<file path="src/rtl/phase_sampler_bank_if.sv">
// Signal bundle for phase_sampler_bank: sampled bus and mode in, sampler views out.
interface phase_sampler_bank_if #(
  parameter int WIDTH = 8,
  parameter int DEPTH = 4,
  parameter int CNT_W = 8
);
  logic [WIDTH-1:0]       a;
  logic [1:0]             mode;
  logic [WIDTH-1:0]       p;
  logic [WIDTH-1:0]       q;
  logic [WIDTH*DEPTH-1:0] hist;
  logic                   stable;
  logic [CNT_W-1:0]       edge_cnt;

  modport master (
    output a, mode,
    input  p, q, hist, stable, edge_cnt
  );

  modport slave (
    input  a, mode,
    output p, q, hist, stable, edge_cnt
  );
endinterface

</file>
<file path="src/rtl/phase_sampler_bank.sv">
// Multi-element phase sampler: two latches and two flops on `a`, a negedge
// history with stability detection, and a saturating change counter.
module phase_sampler_bank #(
  parameter int WIDTH = 8,
  parameter int DEPTH = 4,
  parameter int CNT_W = 8
) (
  input logic                 clock,
  input logic                 resetn,
  phase_sampler_bank_if.slave bus
);

  localparam int FILL_W = $clog2(DEPTH + 1);

  typedef enum logic [1:0] {
    SEL_LHI  = 2'b00,
    SEL_LLO  = 2'b01,
    SEL_FPOS = 2'b10,
    SEL_FNEG = 2'b11
  } sel_e;

  logic [WIDTH-1:0]  r_lhi;
  logic [WIDTH-1:0]  r_llo;
  logic [WIDTH-1:0]  r_fpos;
  logic [WIDTH-1:0]  r_hist [DEPTH];
  logic [FILL_W-1:0] r_fill;
  logic              r_stable;
  logic [CNT_W-1:0]  r_cnt;

  logic [WIDTH-1:0]  w_hist_nxt [DEPTH];
  logic [FILL_W-1:0] w_fill_nxt;
  logic              w_all_eq;
  logic [CNT_W-1:0]  w_cnt_nxt;
  logic [WIDTH-1:0]  w_p;
  sel_e              w_sel;

  assign w_sel = sel_e'(bus.mode);

  always_latch begin
    if (!resetn)
      r_lhi <= '0;
    else if (clock)
      r_lhi <= bus.a;
  end

  always_latch begin
    if (!resetn)
      r_llo <= '0;
    else if (!clock)
      r_llo <= bus.a;
  end

  always_ff @(posedge clock or negedge resetn) begin
    if (!resetn)
      r_fpos <= '0;
    else
      r_fpos <= bus.a;
  end

  // Slice 0 of the history doubles as the negedge flop and as q.
  always_comb begin
    w_hist_nxt[0] = bus.a;
    for (int unsigned k = 1; k < DEPTH; k++)
      w_hist_nxt[k] = r_hist[k-1];

    w_all_eq = 1'b1;
    for (int unsigned k = 1; k < DEPTH; k++)
      if (w_hist_nxt[k] != w_hist_nxt[0])
        w_all_eq = 1'b0;

    w_fill_nxt = (r_fill == FILL_W'(DEPTH)) ? r_fill : r_fill + 1'b1;

    w_cnt_nxt = r_cnt;
    if ((bus.a != r_hist[0]) && (r_cnt != '1))
      w_cnt_nxt = r_cnt + 1'b1;
  end

  always_ff @(negedge clock or negedge resetn) begin
    if (!resetn) begin
      for (int unsigned k = 0; k < DEPTH; k++)
        r_hist[k] <= '0;
      r_fill   <= '0;
      r_stable <= 1'b0;
      r_cnt    <= '0;
    end else begin
      for (int unsigned k = 0; k < DEPTH; k++)
        r_hist[k] <= w_hist_nxt[k];
      r_fill   <= w_fill_nxt;
      r_stable <= (w_fill_nxt == FILL_W'(DEPTH)) && w_all_eq;
      r_cnt    <= w_cnt_nxt;
    end
  end

  always_comb begin
    w_p = r_lhi;
    case (w_sel)
      SEL_LHI:  w_p = r_lhi;
      SEL_LLO:  w_p = r_llo;
      SEL_FPOS: w_p = r_fpos;
      SEL_FNEG: w_p = r_hist[0];
      default:  w_p = r_lhi;
    endcase
  end

  assign bus.p        = w_p;
  assign bus.q        = r_hist[0];
  assign bus.stable   = r_stable;
  assign bus.edge_cnt = r_cnt;

  for (genvar g = 0; g < DEPTH; g++) begin : g_hist
    assign bus.hist[g*WIDTH +: WIDTH] = r_hist[g];
  end

endmodule

</file>
<file path="src/flat_wrapper.sv">
// flat-port wrapper written by rule: the top's interface ports become plain ports
module phase_sampler_bank_flat 
#(
  parameter int WIDTH = 8,
  parameter int DEPTH = 4,
  parameter int CNT_W = 8
)
  (clock, resetn, bus_a, bus_mode, bus_p, bus_q, bus_hist, bus_stable, bus_edge_cnt);
  phase_sampler_bank_if #(.WIDTH(WIDTH), .DEPTH(DEPTH), .CNT_W(CNT_W)) bus_i ();
  input logic clock;
  input logic resetn;
  input wire logic [$bits(bus_i.a)-1:0] bus_a;
  input wire logic [$bits(bus_i.mode)-1:0] bus_mode;
  output wire logic [$bits(bus_i.p)-1:0] bus_p;
  output wire logic [$bits(bus_i.q)-1:0] bus_q;
  output wire logic [$bits(bus_i.hist)-1:0] bus_hist;
  output wire logic [$bits(bus_i.stable)-1:0] bus_stable;
  output wire logic [$bits(bus_i.edge_cnt)-1:0] bus_edge_cnt;
  assign bus_i.a = bus_a;
  assign bus_i.mode = bus_mode;
  assign bus_p = bus_i.p;
  assign bus_q = bus_i.q;
  assign bus_hist = bus_i.hist;
  assign bus_stable = bus_i.stable;
  assign bus_edge_cnt = bus_i.edge_cnt;
  phase_sampler_bank #(.WIDTH(WIDTH), .DEPTH(DEPTH), .CNT_W(CNT_W)) u_core (.clock(clock), .resetn(resetn), .bus(bus_i));
endmodule
</file>
<file path="config.mk">
export PLATFORM = sky130hd
export DESIGN_NAME = phase_sampler_bank_flat
export DESIGN_NICKNAME = d
export VERILOG_FILES = /design/src/rtl/phase_sampler_bank_if.sv /design/src/rtl/phase_sampler_bank.sv /design/src/flat_wrapper.sv
export SDC_FILE = /design/constraint.sdc
export NUM_CORES = 1
export LEC_CHECK = 0
export BUFFER_PORTS_ARGS = -buffer_cell sky130_fd_sc_hd__buf_2
export CORE_ASPECT_RATIO = 2
export CORE_MARGIN = 5
export CORE_UTILIZATION = 28
export CTS_CLUSTER_SIZE = 10
export DETAILED_ROUTE_END_ITERATION = 8
export PLACE_DENSITY_LB_ADDON = 0.1
export SETUP_SLACK_MARGIN = 0.4
export SYNTH_ARGS = -nofsm -noshare
export SYNTH_HDL_FRONTEND = slang
export SYNTH_SLANG_ARGS = --single-unit
</file>
<file path="constraint.sdc">
create_clock -name clock -period 3.5 [get_ports clock]
set_input_delay 0.7 -clock clock [delete_from_list [all_inputs] [get_ports clock]]
set_output_delay 0.7 -clock clock [all_outputs]
set_load 0.01 [all_outputs]
</file>
Word level (Yosys, flattened, before mapping):

Index checks and enable logic that the tools add are counted.

* output and inout port bits: 57
* latch bits: 16
* bits in registers: 52

* muxes and demuxes: 13
* $add $sub $neg: 2
* eq/ne operators: 10
* reduce and logical (&&, ||, !) cells: 3

Operators with widths (count)
* two-way mux 8 bit: 8
* inequality test 8 bit: 4
* case mux 8 bit (4 select lines): 1
* adder 8 x 1 -> 8 bit (second input constant): 1
* inequality test 8 bit (second input constant): 1
* == test 3 bit (second input constant): 2
* == test 2 bit (second input constant): 2
* adder 3 x 1 -> 3 bit (second input constant): 1
* two-way mux 1 bit: 3
* two-way mux 3 bit: 1
* == test 2 x 1 -> 1 bit (second input constant): 1
* logical AND 1 bit: 2
* logical NOT 2 bit: 1

Logic depth before layout (Yosys ltp):

Gate-level depths: netlist (run 1).

* word-level depth: 5
* depth in mapped cells: 6

==> flow_metrics.py, run 1 <==
metrics = {
    "final_layout": {
        "layout.nets": 339,
        "final_util_pct": 51.86,
        "fillers": 736,
        "antennaDiodeCount": 0,
        "areaGrowthSynthToFinish_pct": 82.04,
        "drive_gt1_share_pct": 62.77,
    },
    "global_routing": {
        "grt_pass1_vias": 2050,
        "grt_max_degree": 19,
        "antenna_found_initial": 0,
        "met2_usage_pct": 24.47,
        "busiest_layer": "met2",
        "grt_use_total_pct": 14.35,
        "grt_util_met1_pct": 14.44,
        "gr-usage-met3_pct": 4.950,
        "grt_pass1_wl_um": 10680,
        "overflow": 0,
    },
    "synth": {
        "synth_edf_count": 0,
        "ys_async_sr_fraction_pct": 76.47,
        "synth_nets": 182,
        "yosysTopAreaCell": "dfrtn_1",
        "synth_cells": 167,
        "post_synth.cell_area_avg_um2": 14.15,
        "synth_flop_cell": "dfrtn_1",
        "synth_area_leaders": "dfrtn_1 47%, dlxtp_1 10%, dfrtp_1 8.5%",
        "synth_seq_cells": 68,
        "synth_top_area_share_pct": 46.61,
        "yosys_warnings": 0,
        "synth_area_mm2": 0.002362,
        "ys_types": 36,
    },
    "pwr": {
        "power_frac_seq_pct": 34.1,
        "p_per_area_mw_per_mm2": 543.2,
        "pwr-share-clk_pct": 42.5,
        "swShare_pct": 26.22,
        "comb_power_share_pct": 23.4,
        "power.switching_mw": 0.6124,
        "ir_worst_vdd_mv": 0.3370,
        "leakage_nw": 2.043,
        "internal_power_mw": 1.724,
    },
    "clock_network": {
        "clk_latency_ps": 570,
        "cts_tree": "done",
        "clk_transition_reported_paths_ps": 60,
    },
    "setup_path": {
        "path_delay_family": "multiplexers",
        "r2r_end": "u_core.bus.edge_cnt[6]$_DFFE_NN0P_",
        "r2r_cells": 9,
        "rr_startpoint": "u_core.bus.q[1]$_DFF_NN0_",
        "path_buf_inv": 1,
        "crit_fanout": 2,
        "path_cells": "mux4_2 > buf_6",
        "r2r_slack_ps": 1460,
        "crit_type": "reg2out",
        "start_kind": "register",
        "worst_path_max_delay_cell": "mux4_2",
        "cp_data_arrival_time_ps": 3320,
        "crit_path_end_kind": "primary output",
        "slowest_delay_ps": 510,
        "required_ps": 2800,
    },
    "detailed_routing": {
        "drc": 0,
        "ant_nets": 0,
        "dr.pass1.iters": 4,
        "via_per_inst": 4.567,
        "routed_wl_um": 6849,
        "wl_per_cell_um": 16.19,
        "vias": 1932,
        "drtIter0Drc": 54,
    },
    "placement": {
        "io_buffers": 68,
        "hpwl_um": 4526,
        "gp_congestion": 0.7398,
    },
    "timing": {
        "tns_ps": -9071,
        "postLayoutSetupSlackWorst_ps": -523.2,
        "slew_viol_final": 0,
        "fin_skew_ps": 2.409,
        "timing_hold_violations_final": 0,
        "slew_headroom_pct": 68.94,
        "rsz0062_at_grt": "true",
        "tightest_slew_ps": 464.2,
        "setup_violations": 57,
        "fin_worst_hold_slack_ps": 65.66,
    },
    "run_status": {
        "status": "complete, but fails checks",
        "violations": "setup timing",
    },
    "min_path": {
        "hold_path.class": "in2async",
    },
    "floorplan": {
        "fp-row-count": 47,
        "boundaryPins": 69,
        "die-width_um": 74.95,
        "die-area_mm2": 0.01049,
        "start_util_pct": 28.49,
        "core-area_mm2": 0.008292,
        "die_y_um": 139.9,
    },
    "run": {
        "maxCapViolCount": 0,
    },
}
## synthesized netlist by cell type, drive strengths merged (5+ instances only)
cell type	n
a21oi	5
and2	8
and3	5
buf	9
dfrtn	44
dfrtp	8
dlxtp	16
mux4	8
nand2	5
nand3	6
nor3	5
xor2	13
## worst max-delay path by stage
| stage | startpoint | to | slack [ps] | cells after the start |
|---|---|---|---|---|
| detailed placement | bus_a[2] | u_core.bus.edge_cnt[1]$_DFFE_NN0P_ | -380 | 7 |
| CTS | u_core.bus.q[7]$_DFF_NN0_ | bus_p[7] | -550 | 2 |
| floorplan | bus_a[5] | u_core.bus.edge_cnt[6]$_DFFE_NN0P_ | -160 | 4 |
| finish | u_core.bus.q[7]$_DFF_NN0_ | bus_p[7] | -520 | 2 |
| global route | u_core.bus.q[7]$_DFF_NN0_ | bus_p[7] | -560 | 2 |
| global placement | bus_a[2] | u_core.bus.edge_cnt[7]$_DFFE_NN0P_ | -380 | 7 |
## power groups by stage
stage | clock (mW) | combinational [mW] | sequential, mW
2_1_floorplan | 0.0203 | 0.119 | 0.859
3_3_place_gp | 0.0203 | 0.302 | 0.839
3_5_place_dp | 0.0203 | 0.304 | 0.840
4_1_cts | 1.02 | 0.491 | 0.795
5_1_grt | 1.05 | 0.595 | 0.807
6_report | 0.992 | 0.547 | 0.797
## metrics by stage
step	instance area, um^2	std cells	setup WS, ps	power (mW)
2_1_floorplan	2387	167	-164.7	0.9989
3_3_place_gp	2998	350	-376.6	1.161
3_5_place_dp	2998	350	-384.7	1.165
4_1_cts	4011	400	-545.6	2.308
5_1_grt	4300	423	-558.4	2.458
6_report	4300	423	-523.2	2.336
## layout by cell type, fill, tap and decap left out, types with 5 or more instances in the layout
master and instances:
dfrtp_1 8, clkbuf_16 16, and2_4 8, mux4_2 8, dfrtn_1 44, buf_4 60, buf_2 35, buf_6 47
dlxtp_1 16, nand3_1 5, xor2_1 8, nor3_1 5
## area by class of cell
| cell class | count | area (um^2) | share of cell area [%] |
|---|---|---|---|
| sequential | 68 | 1541 | 35.85 |
| timing repair buffer | 149 | 1255 | 29.18 |
| multi-input combinational | 87 | 960.9 | 22.35 |
| clock buffer | 18 | 407.9 | 9.485 |
| tap | 98 | 122.6 | 2.851 |
| inverter | 2 | 7.507 | 0.1746 |
| clock inverter | 1 | 5.005 | 0.1164 |
## routing by layer
metal,vias up,share of wire (%)
met2,58,58
met4,0,2.6
li1,897,-
met5,-,0
met3,17,5.5
met1,960,34
## flip-flops by register name, summed over array words and instances (netlist names)
| signal | count |
|---|---|
| u_core.r_fill | 3 |
| u_core.r_llo | 8 |
| u_core.r_fpos | 8 |
| u_core.bus.edge_cnt | 8 |
| u_core.bus.hist | 24 |
| u_core.bus.q | 8 |
| u_core.r_lhi | 8 |
| u_core.bus.stable | 1 |
## cell families (layout without fill, tap and decap cells)
group / after synthesis / in the layout / share of synthesized area [%]
DFF: 52 / 52 / 55.08
and+or+nand+nor: 46 / 46 / 11.76
latches: 16 / 16 / 10.17
xor gates and xnor gates: 14 / 14 / 5.191
AOI/OAI and AO/OA: 12 / 12 / 3.337
muxes: 12 / 12 / 9.692
buffers and inverters: 12 / 170 / 3.178
adders and majority gates: 3 / 3 / 1.589
## timing repair
| item | in CTS | in global routing |
|---|---|---|
| setup endpoints to repair | 74 | 74 |
| pin swaps | 17 | 8 |
| buffers inserted | 29 | 23 |
| resized for setup | 75 | 22 |
| hold buffers | 2 | 0 |
| endpoints found under the hold margin | 1 | 0 |
(Power assumes the default switching activity.)
==> inputs of run 2 (changes only) <==
Settings changed: HOLD_SLACK_MARGIN set to 0.15, TNS_END_PERCENT set to 5.
==> flow_metrics.py, run 2 (synthesized netlist as in run 1, its figures left out) <==
metrics = {
    "run_status": {
        "status": "complete, but fails checks",
        "violations": "setup timing",
    },
    "pwr": {
        "comb_power_share_pct": 15.7,
        "pwr-share-clk_pct": 46.5,
        "swShare_pct": 26.29,
        "ir_worst_vdd_mv": 0.4506,
        "p_per_area_mw_per_mm2": 582.6,
        "power.switching_mw": 0.5781,
        "leakage_nw": 1.781,
        "internal_power_mw": 1.621,
        "power_frac_seq_pct": 37.7,
    },
    "detailed_routing": {
        "ant_nets": 0,
        "dr.pass1.iters": 4,
        "wl_per_cell_um": 16.98,
        "drc": 0,
        "via_per_inst": 4.586,
        "vias": 1729,
        "drtIter0Drc": 50,
        "routed_wl_um": 6403,
    },
    "final_layout": {
        "layout_commonest_cell": "dfrtn_1",
        "fin_cells": 377,
        "layout_common_cells": "44 x dfrtn_1, 41 x buf_2, 36 x buf_6",
        "areaGrowthSynthToFinish_pct": 59.80,
        "layout.nets": 292,
        "final_area_mm2": 0.003775,
        "antennaDiodeCount": 0,
        "largest_reg_flops": 24,
        "fillers": 770,
        "drive_gt1_share_pct": 52.69,
    },
    "min_path": {
        "hold_path.class": "in2async",
    },
    "floorplan": {
        "start_util_pct": 28.49,
        "die-width_um": 74.95,
        "die_y_um": 139.9,
        "die-area_mm2": 0.01049,
        "fp-row-count": 47,
        "boundaryPins": 69,
        "core-area_mm2": 0.008292,
    },
    "timing": {
        "slew_viol_final": 0,
        "fin_skew_ps": 5.020,
        "postLayoutSetupSlackWorst_ps": -526.5,
        "rsz0062_at_grt": "true",
        "setup_violations": 57,
        "slew_headroom_pct": 66.54,
        "tns_ps": -10520,
        "timing_hold_violations_final": 0,
        "tightest_slew_ps": 498.2,
        "fin_worst_hold_slack_ps": 227.9,
    },
    "setup_path": {
        "path_buf_inv": 1,
        "slowest_delay_ps": 510,
        "required_ps": 2800,
        "crit_fanout": 2,
        "worst_path_max_delay_cell": "mux4_2",
        "crit_type": "reg2out",
        "path_cells": "mux4_2 > buf_6",
        "start_kind": "register",
        "path_delay_family": "multiplexers",
        "crit_path_end_kind": "primary output",
        "cp_data_arrival_time_ps": 3330,
    },
    "global_routing": {
        "grt_max_degree": 19,
        "busiest_layer": "met2",
        "overflow": 0,
        "grt_util_met1_pct": 13.80,
        "grt_pass1_vias": 1990,
        "gr-usage-met3_pct": 5.882,
        "grt_pass1_wl_um": 10490,
        "grt_use_total_pct": 14.22,
        "antenna_found_initial": 0,
        "met2_usage_pct": 23.41,
    },
    "placement": {
        "io_buffers": 68,
        "hpwl_um": 4569,
        "placedInstanceArea_mm2": 0.003005,
        "dp.cells": 352,
        "gp_congestion": 0.7563,
    },
    "clock_network": {
        "cts_tree": "done",
        "clk_transition_reported_paths_ps": 70,
        "clk_latency_ps": 580,
    },
    "run": {
        "maxCapViolCount": 0,
    },
}
run 2: changes by cell type in the layout (fill, tap and decap cells not counted), sizes merged:
| cell | delta |
|---|---|
| dlymetal6s4s | +1 |
| clkinv | +1 |
| buf | -48 |
run 2: tightest hold or removal path: cells and delay by family:
kind     cells  cell delay, ps
buf+inv      3             370
run 2: power by group through the flow:
stage / Combinational [mW] / Clock [mW] / Sequential (mW)
2_1_floorplan: 0.119 / 0.0203 / 0.859
3_3_place_gp: 0.303 / 0.0203 / 0.839
3_5_place_dp: 0.305 / 0.0203 / 0.839
4_1_cts: 0.342 / 1.06 / 0.830
5_1_grt: 0.379 / 1.09 / 0.843
6_report: 0.346 / 1.02 / 0.830
run 2: what timing repair did:
item                                    4_1_cts  5_1_grt
hold buffers                                  2        1
gates resized for setup                      40       21
endpoints found under the hold margin         4        1
pin swaps                                    19       16
endpoints found under the setup margin       74       75
buffers inserted                              2        0
run 2: per-layer routing:
layer,routed length (um),vias up
met2,3605,49
li1,-,805
met1,2279,860
met4,187,0
met3,330,15
met5,0,-
run 2: final timing paths:
kind / from / to / slack [ps] / cells after the start
setup reg to reg: u_core.r_fill[0]$_DFF_NN0_ / u_core.bus.stable$_DFF_NN0_ / 1540 / 6
max in group gated: resetn / clock gate / 530 / 4
hold / removal: resetn / u_core.r_fpos[7]$_DFF_PN0_ / 230 / 3
min in group gated: resetn / clock gate / 600 / 6
hold reg to reg: u_core.bus.hist[15]$_DFF_NN0_ / u_core.bus.hist[23]$_DFF_NN0_ / 360 / 0
min in group clock: u_core.bus.hist[15]$_DFF_NN0_ / u_core.bus.hist[23]$_DFF_NN0_ / 360 / 0
max in group asynchronous: resetn / u_core.r_fill[1]$_DFF_NN0_ / 1140 / 4
setup / recovery: u_core.bus.q[3]$_DFF_NN0_ / bus_p[3] / -530 / 2
run 2: per-stage QoR:
stage	utilization [%]	setup slack (ps)	total power [mW]
3_3_place_gp	36.25	-420.3	1.161
5_1_grt	45.53	-564.4	2.316
4_1_cts	44.14	-536.7	2.228
2_1_floorplan	-	-166.1	0.9983
6_report	45.53	-526.5	2.199
3_5_place_dp	36.25	-416.8	1.165
run 2: final cells by class:
cell class | count | area [um^2] | area share, %
flip-flops and latches | 68 | 1541 | 40.84
inverters | 2 | 7.507 | 0.1989
repair buffers | 102 | 835.8 | 22.14
well taps | 98 | 122.6 | 3.248
multi-input cells | 87 | 839.6 | 22.24
clock inverters | 2 | 10.01 | 0.2652
clock buffers | 18 | 417.9 | 11.07
==> inputs of run 3 (changes only) <==
==> constraint.sdc (replaced) <==
create_clock -name clock -period 3.5 [get_ports clock]
set_input_delay 1.05 -clock clock [delete_from_list [all_inputs] [get_ports clock]]
set_output_delay 1.05 -clock clock [all_outputs]
set_load 0.01 [all_outputs]
==> flow_metrics.py, run 3 (synthesized netlist as in run 1, its figures left out) <==
metrics = {
    "run_status": {
        "status": "complete, but fails checks",
        "violations": "setup timing",
    },
    "detailed_routing": {
        "drtIter0Drc": 81,
        "vias": 1758,
        "drc": 0,
        "dr.pass1.iters": 4,
        "ant_nets": 0,
        "routed_wl_um": 6183,
        "wl_per_cell_um": 16.10,
        "via_per_inst": 4.578,
    },
    "pwr": {
        "internal_power_mw": 1.671,
        "comb_power_share_pct": 19.1,
        "pwr-share-clk_pct": 45.2,
        "power.switching_mw": 0.5779,
        "total_power_mw": 2.249,
        "ir_worst_vdd_mv": 0.3759,
        "leakage_nw": 1.804,
        "p_per_area_mw_per_mm2": 592.0,
        "swShare_pct": 25.70,
        "power_frac_seq_pct": 35.6,
    },
    "floorplan": {
        "start_util_pct": 28.49,
        "core-area_mm2": 0.008292,
        "boundaryPins": 69,
        "die-width_um": 74.95,
        "die_y_um": 139.9,
        "die-area_mm2": 0.01049,
        "fp-row-count": 47,
    },
    "final_layout": {
        "layout_common_cells": "44 x dfrtn_1, 40 x buf_2, 38 x buf_6",
        "antennaDiodeCount": 0,
        "fin_cells": 384,
        "areaGrowthSynthToFinish_pct": 60.80,
        "final_util_pct": 45.81,
        "layout_commonest_cell": "dfrtn_1",
        "drive_gt1_share_pct": 52.45,
        "largest_reg_flops": 24,
        "final_area_mm2": 0.003799,
        "fillers": 751,
        "layout.nets": 299,
    },
    "global_routing": {
        "grt_max_degree": 16,
        "grt_pass1_vias": 1953,
        "grt_use_total_pct": 13.45,
        "antenna_found_initial": 0,
        "overflow": 0,
        "grt_pass1_wl_um": 10030,
    },
    "run": {
        "maxCapViolCount": 0,
    },
    "placement": {
        "gp_congestion": 0.7897,
        "placedInstanceArea_mm2": 0.003073,
        "io_buffers": 68,
        "dp.cells": 360,
        "hpwl_um": 4689,
    },
    "timing": {
        "tightest_slew_ps": 392.1,
        "slew_viol_final": 0,
        "timing_hold_violations_final": 0,
        "postLayoutSetupSlackWorst_ps": -875.6,
        "setup_violations": 63,
        "slew_headroom_pct": 73.86,
        "fin_skew_ps": 4.310,
        "rsz0062_at_grt": "true",
    },
    "clock_network": {
        "clk_latency_ps": 580,
        "clk_transition_reported_paths_ps": 50,
        "cts_tree": "done",
    },
    "setup_path": {
        "start_kind": "register",
        "crit_fanout": 2,
        "required_ps": 2450,
        "crit_path_end_kind": "primary output",
        "cp_data_arrival_time_ps": 3330,
        "crit_type": "reg2out",
        "r2r_slack_ps": 1570,
    },
    "min_path": {
        "hold_path.class": "reg2reg",
    },
}
==> run 3: layer usage <==
layer | wire length [um] | global-route usage [%] | up-vias
li1 | - | - | 818
met5 | 0 | 0 | -
met2 | 3549 | 22.49 | 52
met4 | 170 | 8.255 | 0
met1 | 2167 | 13.44 | 875
met3 | 296 | 5.165 | 13
==> run 3: area by class of cell <==
cell class	instances	area (um^2)	share of cell area, %
multi-input combinational	87	805.8	21.21
clock inverter	2	10.01	0.2635
inverter	2	7.507	0.1976
clock buffer	18	417.9	11.00
timing repair buffer	109	893.4	23.52
sequential	68	1541	40.58
tap	98	122.6	3.228
==> run 3: path summary, 6_finish.rpt <==
| check | cells after the start | start | endpoint |
|---|---|---|---|
| min in group gated | 5 | resetn | clock gate |
| worst max register to register | 6 | u_core.r_fill[0]$_DFF_NN0_ | u_core.bus.stable$_DFF_NN0_ |
| max in group asynchronous | 3 | resetn | u_core.r_fill[0]$_DFF_NN0_ |
| worst min register to register | 0 | u_core.bus.hist[12]$_DFF_NN0_ | u_core.bus.hist[20]$_DFF_NN0_ |
| worst min-delay path | 0 | u_core.bus.hist[12]$_DFF_NN0_ | u_core.bus.hist[20]$_DFF_NN0_ |
| min in group asynchronous | 3 | resetn | u_core.r_fpos[7]$_DFF_PN0_ |
| worst max-delay path | 2 | u_core.bus.q[4]$_DFF_NN0_ | bus_p[4] |
| max in group gated | 3 | resetn | clock gate |
==> run 3: power groups by stage <==
stage,sequential (mW),combinational [mW],clock (mW)
5_1_grt,0.815,0.476,1.07
3_3_place_gp,0.812,0.382,0.0203
2_1_floorplan,0.859,0.119,0.0203
6_report,0.801,0.430,1.02
3_5_place_dp,0.811,0.385,0.0203
4_1_cts,0.801,0.418,1.05
==> run 3: worst max-delay path, stage by stage, from the launching register on <==
cell and delay, ps:
dfrtn_1 350, mux4_2 500, buf_6 140
==> run 3: through the flow <==
step / worst slack [ps] / TNS, ps / hold slack [ps]
6_report: -875.6 / -30310 / 359.0
5_1_grt: -906.5 / -33150 / 379.7
4_1_cts: -900.6 / -31560 / 361.3
3_5_place_dp: -794.0 / -8261 / -241.0
3_3_place_gp: -816.7 / -8234 / -242.8
2_1_floorplan: -514.8 / -5218 / -700.0
==> run 3: what timing repair did <==
action	in CTS	in global routing
pin swaps	6	6
endpoints found under the hold margin	1	0
setup buffers	2	0
hold buffers	2	0
gates resized for setup	40	15
setup endpoints to repair	74	74
